--- src/rtl/mycpu_pkg.sv ---
// Shared definitions for the MEM stage: control-word bit positions,
// access size codes and the access FSM states.
package mycpu_pkg;

    localparam int C8_SIGN    = 0;
    localparam int C8_SIZE_LO = 1;
    localparam int C8_STORE   = 4;
    localparam int C8_LOAD    = 5;

    typedef enum logic [2:0] {
        SZ_B  = 3'b000,
        SZ_H  = 3'b001,
        SZ_W  = 3'b010,
        SZ_WL = 3'b011,
        SZ_WR = 3'b100
    } size_e;

    typedef enum logic [1:0] {
        ST_IDLE = 2'd0,
        ST_WAIT = 2'd1,
        ST_DONE = 2'd2
    } mem_state_e;

endpackage

--- src/rtl/mycpu_mem_align.sv ---
// Store lane steering (byte enables + data) and load data merge,
// including the unaligned LWL/LWR/SWL/SWR forms.
module mycpu_mem_align
    import mycpu_pkg::*;
(
    input  logic [1:0]  addr_lo,
    input  size_e       size,
    input  logic        sign_ext,
    input  logic [31:0] rt,
    input  logic [31:0] rdata,
    output logic [3:0]  st_wen,
    output logic [31:0] st_wdata,
    output logic [31:0] ld_data
);

    logic [31:0] rd_shift;
    logic [7:0]  rd_byte;
    logic [15:0] rd_half;

    always_comb begin
        rd_shift = rdata >> {addr_lo, 3'b000};
        rd_byte  = rd_shift[7:0];
        rd_half  = addr_lo[1] ? rdata[31:16] : rdata[15:0];

        st_wen   = 4'b1111;
        st_wdata = rt;
        ld_data  = rdata;

        case (size)
            SZ_B: begin
                st_wen   = 4'b0001 << addr_lo;
                st_wdata = {4{rt[7:0]}};
                ld_data  = {{24{sign_ext & rd_byte[7]}}, rd_byte};
            end
            SZ_H: begin
                st_wen   = addr_lo[1] ? 4'b1100 : 4'b0011;
                st_wdata = {2{rt[15:0]}};
                ld_data  = {{16{sign_ext & rd_half[15]}}, rd_half};
            end
            // ~addr_lo is 3-a: the left part covers bytes a..0 of the word
            SZ_WL: begin
                st_wen   = 4'b1111 >> ~addr_lo;
                st_wdata = rt >> {~addr_lo, 3'b000};
                case (addr_lo)
                    2'd0:    ld_data = {rdata[7:0],  rt[23:0]};
                    2'd1:    ld_data = {rdata[15:0], rt[15:0]};
                    2'd2:    ld_data = {rdata[23:0], rt[7:0]};
                    default: ld_data = rdata;
                endcase
            end
            SZ_WR: begin
                st_wen   = 4'b1111 << addr_lo;
                st_wdata = rt << {addr_lo, 3'b000};
                case (addr_lo)
                    2'd0:    ld_data = rdata;
                    2'd1:    ld_data = {rt[31:24], rdata[31:8]};
                    2'd2:    ld_data = {rt[31:16], rdata[31:16]};
                    default: ld_data = {rt[31:8],  rdata[31:24]};
                endcase
            end
            default: begin
                st_wen   = 4'b1111;
                st_wdata = rt;
                ld_data  = rdata;
            end
        endcase
    end

endmodule

--- src/rtl/mycpu_mem_stage.sv ---
// MEM stage of the 5-stage pipeline: drives the synchronous data SRAM,
// waits MEM_LAT cycles for load data and hands a merged result to WB.
module mycpu_mem_stage
    import mycpu_pkg::*;
#(
    parameter int MEM_LAT = 1
) (
    input  logic        clk,
    input  logic        rst,
    input  logic        ex_valid,
    output logic        mem_allowin,
    input  logic [31:0] ex_result,
    input  logic [31:0] ex_store_data,
    input  logic [5:0]  ex_c8,
    input  logic [4:0]  ex_target_reg,
    input  logic        ex_wen,
    output logic        data_sram_en,
    output logic [3:0]  data_sram_wen,
    output logic [31:0] data_sram_addr,
    output logic [31:0] data_sram_wdata,
    input  logic [31:0] data_sram_rdata,
    output logic        wb_valid,
    input  logic        wb_allowin,
    output logic [4:0]  wb_target_reg,
    output logic        wb_wen,
    output logic [31:0] wb_wdata,
    output logic [5:0]  mem_fwd_treg,
    output logic [31:0] mem_fwd_data
);

    localparam logic [2:0] LAT = 3'(MEM_LAT);

    logic        valid;
    logic [31:0] result;
    logic [31:0] store_data;
    logic [5:0]  c8;
    logic [4:0]  target;
    logic        wen;

    mem_state_e  state, state_nxt;
    logic [2:0]  cnt, cnt_nxt;
    logic [31:0] ld_q;
    logic        ld_cap;
    logic        ready_go;

    logic        is_load, is_store;
    logic [3:0]  al_wen;
    logic [31:0] al_wdata, al_ld;

    assign is_load  = c8[C8_LOAD];
    assign is_store = c8[C8_STORE];

    mycpu_mem_align u_align (
        .addr_lo  (result[1:0]),
        .size     (size_e'(c8[C8_SIZE_LO +: 3])),
        .sign_ext (c8[C8_SIGN]),
        .rt       (store_data),
        .rdata    (data_sram_rdata),
        .st_wen   (al_wen),
        .st_wdata (al_wdata),
        .ld_data  (al_ld)
    );

    always_comb begin
        state_nxt = state;
        cnt_nxt   = cnt;
        ready_go  = 1'b0;
        ld_cap    = 1'b0;
        case (state)
            ST_IDLE: begin
                if (valid) begin
                    if (is_load) begin
                        cnt_nxt   = 3'd1;
                        state_nxt = ST_WAIT;
                    end else begin
                        ready_go = 1'b1;
                        // a stalled store must not write the SRAM a second time
                        if (is_store && !wb_allowin)
                            state_nxt = ST_DONE;
                    end
                end
            end
            ST_WAIT: begin
                if (cnt == LAT) begin
                    ld_cap    = 1'b1;
                    cnt_nxt   = 3'd0;
                    state_nxt = ST_DONE;
                end else begin
                    cnt_nxt = cnt + 3'd1;
                end
            end
            ST_DONE: begin
                ready_go = 1'b1;
                if (wb_allowin)
                    state_nxt = ST_IDLE;
            end
            default: state_nxt = ST_IDLE;
        endcase
    end

    assign mem_allowin = !valid || (ready_go && wb_allowin);

    always_ff @(posedge clk or posedge rst) begin
        if (rst) begin
            state <= ST_IDLE;
            cnt   <= 3'd0;
        end else begin
            state <= state_nxt;
            cnt   <= cnt_nxt;
        end
    end

    always_ff @(posedge clk or posedge rst) begin
        if (rst) begin
            valid      <= 1'b0;
            result     <= 32'd0;
            store_data <= 32'd0;
            c8         <= 6'd0;
            target     <= 5'd0;
            wen        <= 1'b0;
        end else if (ex_valid && mem_allowin) begin
            valid      <= 1'b1;
            result     <= ex_result;
            store_data <= ex_store_data;
            c8         <= ex_c8;
            target     <= ex_target_reg;
            wen        <= ex_wen;
        end else if (ready_go && wb_allowin) begin
            valid <= 1'b0;
        end
    end

    always_ff @(posedge clk or posedge rst) begin
        if (rst)
            ld_q <= 32'd0;
        else if (ld_cap)
            ld_q <= al_ld;
    end

    assign data_sram_en    = valid && (state == ST_IDLE) && (is_load || is_store);
    assign data_sram_wen   = (data_sram_en && is_store) ? al_wen : 4'b0000;
    assign data_sram_addr  = {result[31:2], 2'b00};
    assign data_sram_wdata = al_wdata;

    assign wb_valid      = valid && ready_go;
    assign wb_target_reg = target;
    assign wb_wen        = wen;
    assign wb_wdata      = (is_load && state == ST_DONE) ? ld_q : result;

    assign mem_fwd_treg = {valid && is_load && (state != ST_DONE),
                           (valid && wen) ? target : 5'd0};
    assign mem_fwd_data = wb_wdata;

endmodule

--- config.mk ---
export PLATFORM = sky130hd
export DESIGN_NAME = mycpu_mem_stage
export DESIGN_NICKNAME = d
export VERILOG_FILES = /design/src/rtl/mycpu_pkg.sv /design/src/rtl/mycpu_mem_align.sv /design/src/rtl/mycpu_mem_stage.sv
export SDC_FILE = /design/constraint.sdc
export NUM_CORES = 1
export LEC_CHECK = 0
export BUFFER_PORTS_ARGS = -buffer_cell sky130_fd_sc_hd__buf_2
export CAP_MARGIN = 20
export CORE_MARGIN = 3
export CORE_UTILIZATION = 44
export DETAILED_ROUTE_END_ITERATION = 10
export PLACE_DENSITY_LB_ADDON = 0.2
export SYNTH_ARGS = -nofsm -noshare
export SYNTH_HDL_FRONTEND = slang
export SYNTH_SLANG_ARGS = --single-unit
--- constraint.sdc ---
create_clock -name clk -period 4.45 [get_ports clk]
set_clock_uncertainty 0.1 [all_clocks]
set_input_delay 0.2225 -clock clk [delete_from_list [all_inputs] [get_ports clk]]
set_output_delay 0.2225 -clock clk [all_outputs]
set_load 0.05 [all_outputs]
==> summary.txt, run 1 <==
Clock network
  • Setup Fix Bufs, Post-CTS: 0
  • TritonCTS clock tree: yes
  • Post-cts repair resize count: 0
  • Clk pin slew, worst setup/hold paths: 0.05 ns
  • Post-CTS Hold Buffers: 79
  • Clock net sink count: 114
  • Clock root buffer master: clkbuf_16
  • Clock H-tree levels: 4
  • Clk_lat worst skew: 0.42 ns
  • TritonCTS buffer count: 17
  • Max Root-Sink Buffers: 2

Setup path
  • Crit-path max FO: 22
  • Critical Path AT: 3.19 ns
  • Setup CP Type: reg2out
  • Worst setup EP type: output port
  • Critical Path Start Type: flop
  • Worst endpoint required time: 4.13 ns

Global routing
  • Gr usage total: 27.0%
  • Largest net degree at the start of global routing: 77
  • Initial antenna violation count: 2
  • GR Overflow Total: 0
  • Vias in the first global route: 7985
  • First-pass GRT wire length: 45900 um

STA
  • Setup violators final: 0
  • Max frequency: 0.285 GHz
  • Headroom to the max-slew limit: 25.0%
  • Final Slew Violations: 0
  • Worst slew pin tran: 1.13 ns
  • Final Hold Fails: 0
  • Hold slack final: 0.0606 ns
  • Final worst path period share: 78.8%
  • RSZ-0062 raised after global routing: no
  • Final min period: 3.51 ns
  • Setup TNS: 0 ns

Cells and area
  • Multi-input gate area: 4880 um2
  • Finished Layout Cells: 1404
  • Register area: 2860 um2
  • Share of cells above drive strength 1: 39.9%
  • Area grow syn2layout: 26.8%
  • Regs by FF count: ld_q x32, result x32, store_data x32
  • NumNets Final: 1243
  • Fillers: 1721

Floorplan
  • Row count: 50
  • Starting Density: 45.4%
  • Die H: 146 um
  • Core Box Area: 19000 um2
  • Die footprint: 21300 um2
  • # IOs: 259
  • Die X-Extent: 146 um

Routing
  • DR DRC count: 0
  • Pre-antenna DRT Iters: 6
  • DRT Wirelength: 29500 um
  • DR vias: 8305
  • DR WL/cell: 21.0 um
  • Routed vias/inst: 5.92
  • Final ANT Viol Nets: 0
  • DRT iter0 DRCs: 887

Yosys
  • Mapped Area: 8630 um2
  • Syn. warnings: 0
  • Syn Area/Cell: 9.54 um2
  • Synth cell types: 60
  • Yosys reg bits: 114
  • Top area cells in the synthesized netlist: dfrtp_1, mux2_2, buf_4
  • Post-synth EDFFs: 0
  • Yosys top cell by area: dfrtp_1
  • Yosys top cell area share: 33.0%
  • Main synth FF type: dfrtp_1
  • Async S/R FF share, synth: 100%
  • Register area share after synthesis: 33.0%
  • Syn Inst Count: 905

Placement
  • Post-detail-place hpwl: 20200 um
  • Placed cell count: 1293
  • Buffers on Ports: 256
  • GP Congestion: 0.914

Hold path
  • Hold Crit Class: in2reg

Flow run
  • Max-cap violations: 0

Run status
  • Outcome: finished clean
## cell usage in the layout, fill, tap and decap left out, types with 6 or more instances in the layout
cell           instances
nor2_1                57
nand3_1               12
dlygate4sd3_1         79
a31oi_1               10
dfrtp_1              112
and3_1                 6
nor3_1                14
nor2b_1               23
a221o_1               17
o22ai_1               21
o21ai_0               78
buf_2                256
inv_1                 12
mux2_2               123
mux4_2                18
a222oi_1              12
a211oi_1              17
a22oi_1               21
a21oi_1               35
buf_4                 15
mux2i_1               34
clkbuf_16             17
nand2_1               67
## kinds of logic (layout without fill, tap and decap cells)
group	after synthesis	in the layout	share of synthesized area, %
other	1	4	0.0434
flip-flops	114	114	33.0
buffers and inverters	158	394	10.7
multiplexers	179	179	25.9
AND/OR/NAND/NOR	202	202	10.8
AO/OA/AOI/OAI	251	251	19.5
## Yosys cell counts (3+ instances only)
library cell,n
buf_6,3
nand2_1,69
mux4_2,18
mux2i_1,34
and2_1,3
a21o_1,3
buf_4,68
inv_1,13
a222oi_1,12
a211oi_1,17
a31oi_1,10
a221oi_1,3
mux4_1,4
or3_1,4
clkbuf_1,25
nand3_1,12
a211o_1,3
o22ai_1,21
buf_2,39
mux2_2,123
a221o_1,17
a21oi_1,35
nand2b_1,4
a22oi_1,21
nor2b_1,23
nor3_1,14
clkbuf_2,4
nor2_1,57
and3_1,6
a22o_1,4
buf_1,6
o21ai_0,78
o32a_1,4
dfrtp_1,114
a32oi_1,4
## worst max-delay path, stage by stage, from the launching register on
cell,delay [ns]
dfrtp_1,0.64
or2_1,0.49
nor2_2,0.84
o21ai_0,0.22
o21ai_0,0.25
buf_2,0.30
## routing by layer
layer	wire, um	share of wire (%)	track usage (%)
met5	0	0	0
met2	13500	46	41.4
met3	3090	10	6.73
met4	589	2.0	8.94
met1	12400	42	37.7
## final timing paths
check / startpoint / end / slack, ns / depth (start not counted)
max: c8[1] / data_sram_wdata[20] / 0.94 / 5
min: data_sram_rdata[14] / ld_q[14] / 0.06 / 3
max reg2reg: c8[1] / ld_q[15] / 1.50 / 6
min reg2reg: ld_q[1] / ld_q[1] / 0.38 / 2
max in group asynchronous: rst / result[13] / 2.93 / 4
min in group asynchronous: rst / state[1] / 0.40 / 3
## cell type report
class	instances	area share, %
Antenna cell	2	0.0457
Multi-Input combinational cell	634	44.6
Clock buffer	21	4.21
Tap cell	260	2.97
Timing Repair Buffer	351	20.1
Clock inverter	9	1.44
Inverter	13	0.469
Sequential cell	114	26.1
## per-stage QoR
| step | setup WS (ns) | utilization, % | instance area (um2) |
|---|---|---|---|
| after global placement | 1.51 | 50.1 | 9530 |
| after CTS | 1.01 | 57.5 | 10900 |
| after floorplan | 1.11 | - | 8640 |
| after detailed placement | 1.47 | 50.1 | 9530 |
| final | 0.942 | 57.5 | 10900 |
| after global routing | 0.759 | 57.5 | 10900 |
Power of run 1 is not shown: default switching activity piles up to over one toggle a cycle in this logic, so the estimate is an artifact.
==> inputs of run 2 (changes only) <==
- ABC_AREA: not set -> 1
- clock period: 4.45 -> 3 ns (I/O delays scaled with it)
==> run 2 against run 1 <==
  * First-iteration DRC count rose by 14%
  * Register-to-register slack lost 0.91 ns
  * Via count is 26% higher
  * Global-route usage up 4.2 points
  * Routed wire length increased by 19%
  * Count of clock-buffer cells in the layout down 3
  * Critical path type unchanged
  * Final area is 4.0% higher
  * Hold slack lost 0.045 ns
  * Die area up 2.9%
  * Core utilization up 0.39 points
  * Non-clock buffer count increased by 20
  * Cell count is 38% higher
==> summary.txt, run 2 <==
Setup path
  • Reg2reg end: ld_q[14]
  • Crit-path max FO: 34 (+55%)
  • Crit path launch: result[0]
  • Setup crit end: data_sram_wdata[25]
  • Depth of the worst register-to-register path: 8 (+2)
  • Worst path most repeated cell: o21ai_0
  • Slowest CP cell: dfrtp_2
  • Worst reg2reg path startpoint: result[1]
  • Critical Path AT: 2.58 ns (-0.61 ns)
  • CP cell instances: inv_1 > buf_4 > o21ai_0 > o21ai_0 > nand2_1 > o211ai_1 > buf_2
  • Worst setup EP type: output port
  • Setup CP Type: reg2out
  • Worst endpoint required time: 2.75 ns (-1.38 ns)
  • Crit path largest cell delay: 0.57 ns (-0.27 ns)
  • Critical Path Start Type: flop
  • Internal reg-to-reg setup slack: 0.59 ns (-0.91 ns)

Hold path
  • Hold Crit Class: in2reg

Floorplan
  • Core Box Area: 19700 um2 (+3.3%)
  • Die H: 148 um (+1.4%)
  • Row count: 51 (+2.0%)
  • Starting Density: 45.2% (-0.16 points)
  • Die footprint: 21900 um2 (+2.9%)
  • Die X-Extent: 148 um (+1.4%)
  • # IOs: 259 (unchanged)

Placement
  • Post-detail-place hpwl: 25000 um (+24%)
  • GP Congestion: 1.00 (+9.5%)
  • Buffers on Ports: 256 (unchanged)

Cells and area
  • Regs by FF count: ld_q x32, result x32, store_data x32
  • Commonest non-fill, non-tap cell in the layout: nand2_1
  • NumNets Final: 1770 (+42%)
  • Area grow syn2layout: 28.0%
  • Share of cells above drive strength 1: 22.3% (-18 points)
  • Commonest cells after routing, fill and taps aside: nand2_1, buf_2, nor2_1, nand3_1, dfrtp_1

STA
  • Final Slew Violations: 0 (unchanged)
  • Setup violators final: 0 (unchanged)
  • Final worst path period share: 94.3%
  • Max frequency: 0.353 GHz
  • RSZ-0062 raised after global routing: no
  • Final min period: 2.83 ns
  • Final Hold Fails: 0 (unchanged)
  • Worst slew pin tran: 0.833 ns (-0.292 ns)
  • Setup TNS: 0 ns (unchanged)
  • Headroom to the max-slew limit: 44.2% (+19 points)

Clock network
  • TritonCTS clock tree: yes
  • Post-cts repair resize count: 0 (unchanged)
  • Clock H-tree levels: 4 (unchanged)
  • Clock net sink count: 114 (unchanged)
  • Clk_lat worst skew: 0.42 ns (about the same)
  • TritonCTS buffer count: 17 (unchanged)
  • Setup Fix Bufs, Post-CTS: 0 (unchanged)
  • Post-CTS Hold Buffers: 77 (-2.5%)
  • Clock root buffer master: clkbuf_16
  • Max Root-Sink Buffers: 2 (unchanged)
  • Clk pin slew, worst setup/hold paths: 0.06 ns (about the same)

Yosys
  • Yosys top cell by area: dfrtp_1
  • Top area cells in the synthesized netlist: dfrtp_1, nand2_1, nand3_1
  • Commonest cells post-synth: nand2_1, nor2_1, nand3_1, dfrtp_1, o21ai_0
  • Register area share after synthesis: 32.1% (-0.96 points)
  • Count leader, synth: nand2_1
  • Yosys reg bits: 114 (unchanged)
  • Yosys top cell area share: 32.1% (-0.96 points)
  • Synth cell types: 33 (-45%)
  • Async S/R FF share, synth: 100% (unchanged)
  • Syn Area/Cell: 6.28 um2 (-34%)
  • Main synth FF type: dfrtp_1
  • Syn Inst Count: 1416 (+56%)
  • Mapped Area: 8890 um2 (+3.0%)
  • Syn. warnings: 0 (unchanged)
  • Post-synth EDFFs: 0 (unchanged)

Global routing
  • Initial antenna violation count: 1 (-1)
  • Largest net degree at the start of global routing: 75 (-2.6%)
  • GR Overflow Total: 0 (unchanged)
  • First-pass GRT wire length: 53800 um (+17%)
  • Vias in the first global route: 9605 (+20%)
  • Gr usage total: 31.2% (+4.2 points)

Run status
  • Outcome: finished clean

Routing
  • DR DRC count: 0 (unchanged)
  • Pre-antenna DRT Iters: 7 (+1)
  • DRT Wirelength: 35000 um (+19%)
  • DR vias: 10491 (+26%)
  • Final ANT Viol Nets: 0 (unchanged)
  • DR WL/cell: 18.1 um (-14%)
  • Routed vias/inst: 5.42 (-8.4%)
  • DRT iter0 DRCs: 1015 (+14%)

Flow run
  • Max-cap violations: 0 (unchanged)
## run 2: changes by cell type after synthesis, moves of 24 or more
cell,before,now
clkbuf_1,25,49
mux2i_1,34,0
mux2_2,123,30
o21ai_0,78,107
inv_1,13,96
nor2_1,57,147
nand3_1,12,126
a21oi_1,35,81
nand2_1,69,491
## run 2: worst min path at each step
stage | startpoint | endpoint | slack (ns) | depth (start not counted)
final | data_sram_rdata[3] | ld_q[3] | 0.02 | 3
after detailed placement | rst | result[7] | 0.20 | 3
after global routing | data_sram_rdata[3] | ld_q[3] | 0.04 | 3
after floorplan | ex_result[16] | result[16] | 0.19 | 2
after CTS | data_sram_rdata[4] | ld_q[4] | 0.002 | 3
after global placement | rst | result[7] | 0.20 | 3
## run 2: kinds of logic (layout without fill, tap and decap cells)
| group | after synthesis | in the layout | synth area share, % |
|---|---|---|---|
| muxes | 30 | 30 | 3.80 |
| other | 1 | 3 | 0.0422 |
| DFF | 114 | 114 | 32.1 |
| and+or+nand+nor | 780 | 780 | 35.1 |
| xor gates and xnor gates | 1 | 1 | 0.0985 |
| buffers and inverters | 251 | 505 | 14.0 |
| AOI/OAI and AO/OA | 239 | 239 | 14.8 |
## run 2: metal layers
layer  wire (um)  GRT usage, %  up-vias
met2       16200          50.1      630
met3        3480          6.19       62
met4        1050          10.8        0
met5           0             0        -
li1            -             -     4994
met1       14300          42.2     4805
## run 2: through the flow
step | setup WS, ns | hold WS, ns | util (%) | cell area (um2) | cells
2_1_floorplan | 0.367 | 0.195 | - | 8900 | 1417
3_3_place_gp | 0.629 | 0.200 | 50.7 | 9970 | 1827
3_5_place_dp | 0.665 | 0.197 | 50.7 | 9970 | 1827
4_1_cts | 0.220 | 0.00184 | 57.9 | 11400 | 1936
5_1_grt | 0.0349 | 0.0409 | 57.9 | 11400 | 1937
6_report | 0.170 | 0.0158 | 57.9 | 11400 | 1937
## run 2: cell type report
| type | instances | area, um2 |
|---|---|---|
| Clock inverter | 14 | 199 |
| Inverter | 102 | 387 |
| Fill cell | 2002 | 8270 |
| Sequential cell | 114 | 2860 |
| Tap cell | 265 | 332 |
| Antenna cell | 1 | 2.50 |
| Clock buffer | 18 | 439 |
| Timing Repair Buffer | 371 | 2360 |
| Multi-Input combinational cell | 1052 | 4810 |
## run 2: critical path: cells and delay by family, from the launching register on
kind                   cells  cell delay (ns)
flip-flops                 1             0.57
buffers and inverters      3             0.93
AND/OR/NAND/NOR            1             0.09
AO/OA/AOI/OAI              3             0.57
Power of run 2 is left out for the same reason.
==> inputs of run 3 (changes only) <==
- ABC_AREA: 1 -> not set
- TNS_END_PERCENT: not set -> 100
==> run 3 against run 2 <==
  * Flip-flop and latch count unchanged
  * Routed wire length down 14%
  * Hold slack worse by 0.0056 ns
  * Global-route usage down 3.5 points
  * Critical path type unchanged
  * Non-clock buffer count unchanged
==> summary.txt, run 3 (synthesized netlist as in run 1, its figures left out) <==
Routing
  • Final ANT Viol Nets: 0 (unchanged)
  • Routed vias/inst: 5.94 (+9.7%)
  • DR DRC count: 0 (unchanged)
  • Pre-antenna DRT Iters: 6 (-1)
  • DRT Wirelength: 30200 um (-14%)
  • DR vias: 8458 (-19%)
  • DRT iter0 DRCs: 1096 (+8.0%)
  • DR WL/cell: 21.2 um (+17%)

Setup path
  • Critical Path AT: 2.60 ns (+0.02 ns)
  • Top delay family on crit path: flip-flops
  • Slowest CP cell: dfrtp_4
  • Critical Path Start Type: flop
  • CP cell instances: buf_4 > mux2_2 > nor2_1 > a21oi_1 > a221o_1 > buf_2
  • Crit-path max FO: 35 (+2.9%)
  • Crit path largest cell delay: 0.74 ns (+0.17 ns)
  • Crit path buf inv count: 2 (-1)
  • Worst endpoint required time: 2.75 ns (about the same)
  • Setup CP Type: reg2out
  • Worst setup EP type: output port

Cells and area
  • Utilization after layout: 58.6% (+0.71 points)
  • NumNets Final: 1263 (-29%)
  • Commonest cells after routing, fill and taps aside: buf_2, mux2_2, dfrtp_1, dlygate4sd3_1, o21ai_0
  • Area grow syn2layout: 29.2%
  • Finished Layout Cells: 1424 (-26%)
  • Fillers: 1671 (-17%)
  • Register area: 2860 um2 (+0.18%)
  • Commonest non-fill, non-tap cell in the layout: buf_2
  • Share of cells above drive strength 1: 40.9% (+19 points)
  • Regs by FF count: ld_q x32, result x32, store_data x32
  • Antenna Cells: 0 (-1)
  • Multi-input gate area: 4880 um2 (+1.6%)

Clock network
  • Max Root-Sink Buffers: 2 (unchanged)
  • Clk_lat worst skew: 0.42 ns (about the same)
  • TritonCTS clock tree: yes
  • Clk pin slew, worst setup/hold paths: 0.06 ns (about the same)
  • Clock root buffer master: clkbuf_16
  • Clock net sink count: 114 (unchanged)
  • TritonCTS buffer count: 17 (unchanged)
  • Clock H-tree levels: 4 (unchanged)

Floorplan
  • Starting Density: 45.4% (+0.16 points)
  • Die X-Extent: 146 um (-1.4%)
  • Die H: 146 um (-1.4%)
  • Die footprint: 21300 um2 (-2.8%)
  • Core Box Area: 19000 um2 (-3.2%)
  • Row count: 50 (-2.0%)
  • # IOs: 259 (unchanged)

STA
  • Max frequency: 0.350 GHz (-0.83%)
  • Final min period: 2.85 ns (+0.0236 ns)
  • Setup violators final: 0 (unchanged)
  • Worst slew pin tran: 0.791 ns (-0.0427 ns)
  • Hold slack final: 0.0102 ns (-0.00556 ns)
  • Final Hold Fails: 0 (unchanged)
  • Headroom to the max-slew limit: 47.3% (+3.1 points)
  • Final worst path period share: 95.1% (+0.79 points)
  • Final Slew Violations: 0 (unchanged)
  • Setup TNS: 0 ns (unchanged)
  • RSZ-0062 raised after global routing: no

Placement
  • GP Congestion: 0.908 (-9.3%)
  • Buffers on Ports: 256 (unchanged)
  • Post-detail-place hpwl: 21000 um (-16%)
  • Placed cell count: 1309 (-28%)

Global routing
  • Largest net degree at the start of global routing: 62 (-17%)
  • GR Overflow Total: 0 (unchanged)
  • First-pass GRT wire length: 47400 um (-12%)
  • Initial antenna violation count: 0 (-1)
  • Gr usage total: 27.7% (-3.5 points)
  • Vias in the first global route: 8266 (-14%)

Hold path
  • Hold Crit Class: in2reg

Flow run
  • Max-cap violations: 0 (unchanged)

Run status
  • Outcome: finished clean
## run 3: through the flow
| stage | area (um2) | worst slack [ns] |
|---|---|---|
| 2_1_floorplan | 8640 | 0.247 |
| 3_3_place_gp | 9730 | 0.551 |
| 3_5_place_dp | 9730 | 0.515 |
| 4_1_cts | 11100 | 0.126 |
| 5_1_grt | 11200 | 0.0653 |
| 6_report | 11200 | 0.146 |
## run 3: per-layer routing
| metal | up-vias | wire (um) | GRT usage [%] |
|---|---|---|---|
| li1 | 3804 | - | - |
| met1 | 4071 | 12700 | 37.9 |
| met2 | 521 | 13700 | 43.8 |
| met3 | 62 | 3050 | 6.49 |
| met4 | 0 | 797 | 9.03 |
| met5 | - | 0 | 0 |
## run 3: timing repair
item | CTS | global route
hold endpoints to repair | 102 | 0
hold buffers | 82 | 0
buffers inserted | 0 | 1
resized for setup | 0 | 3
setup endpoints to repair | 0 | 4
## run 3: area by class of cell
cell class              instances  area share, %
flip-flops and latches        114           25.6
well taps                     260           2.92
clock inverters                12           1.20
inverters                      13          0.471
clock buffers                  20           3.92
repair buffers                371           22.0
multi-input cells             634           43.8
## run 3: path summary, 6_finish.rpt
check | from | to | slack [ns] | cells past startpoint
min in group asynchronous | rst | result[15] | 0.23 | 3
worst min-delay path | data_sram_rdata[15] | ld_q[15] | 0.01 | 3
worst min register to register | ld_q[0] | ld_q[0] | 0.38 | 2
worst max-delay path | result[0] | data_sram_wdata[30] | 0.15 | 6
worst max register to register | result[0] | ld_q[16] | 0.41 | 5
max in group asynchronous | rst | result[1] | 1.75 | 4
## run 3: worst register-to-register path: cells and delay by family, from the launching register on
family	cells	cell delay, ns
AOI/OAI and AO/OA	2	0.83
DFF	1	0.74
muxes	1	0.64
and+or+nand+nor	2	0.13
Power of run 3 is left out for the same reason.
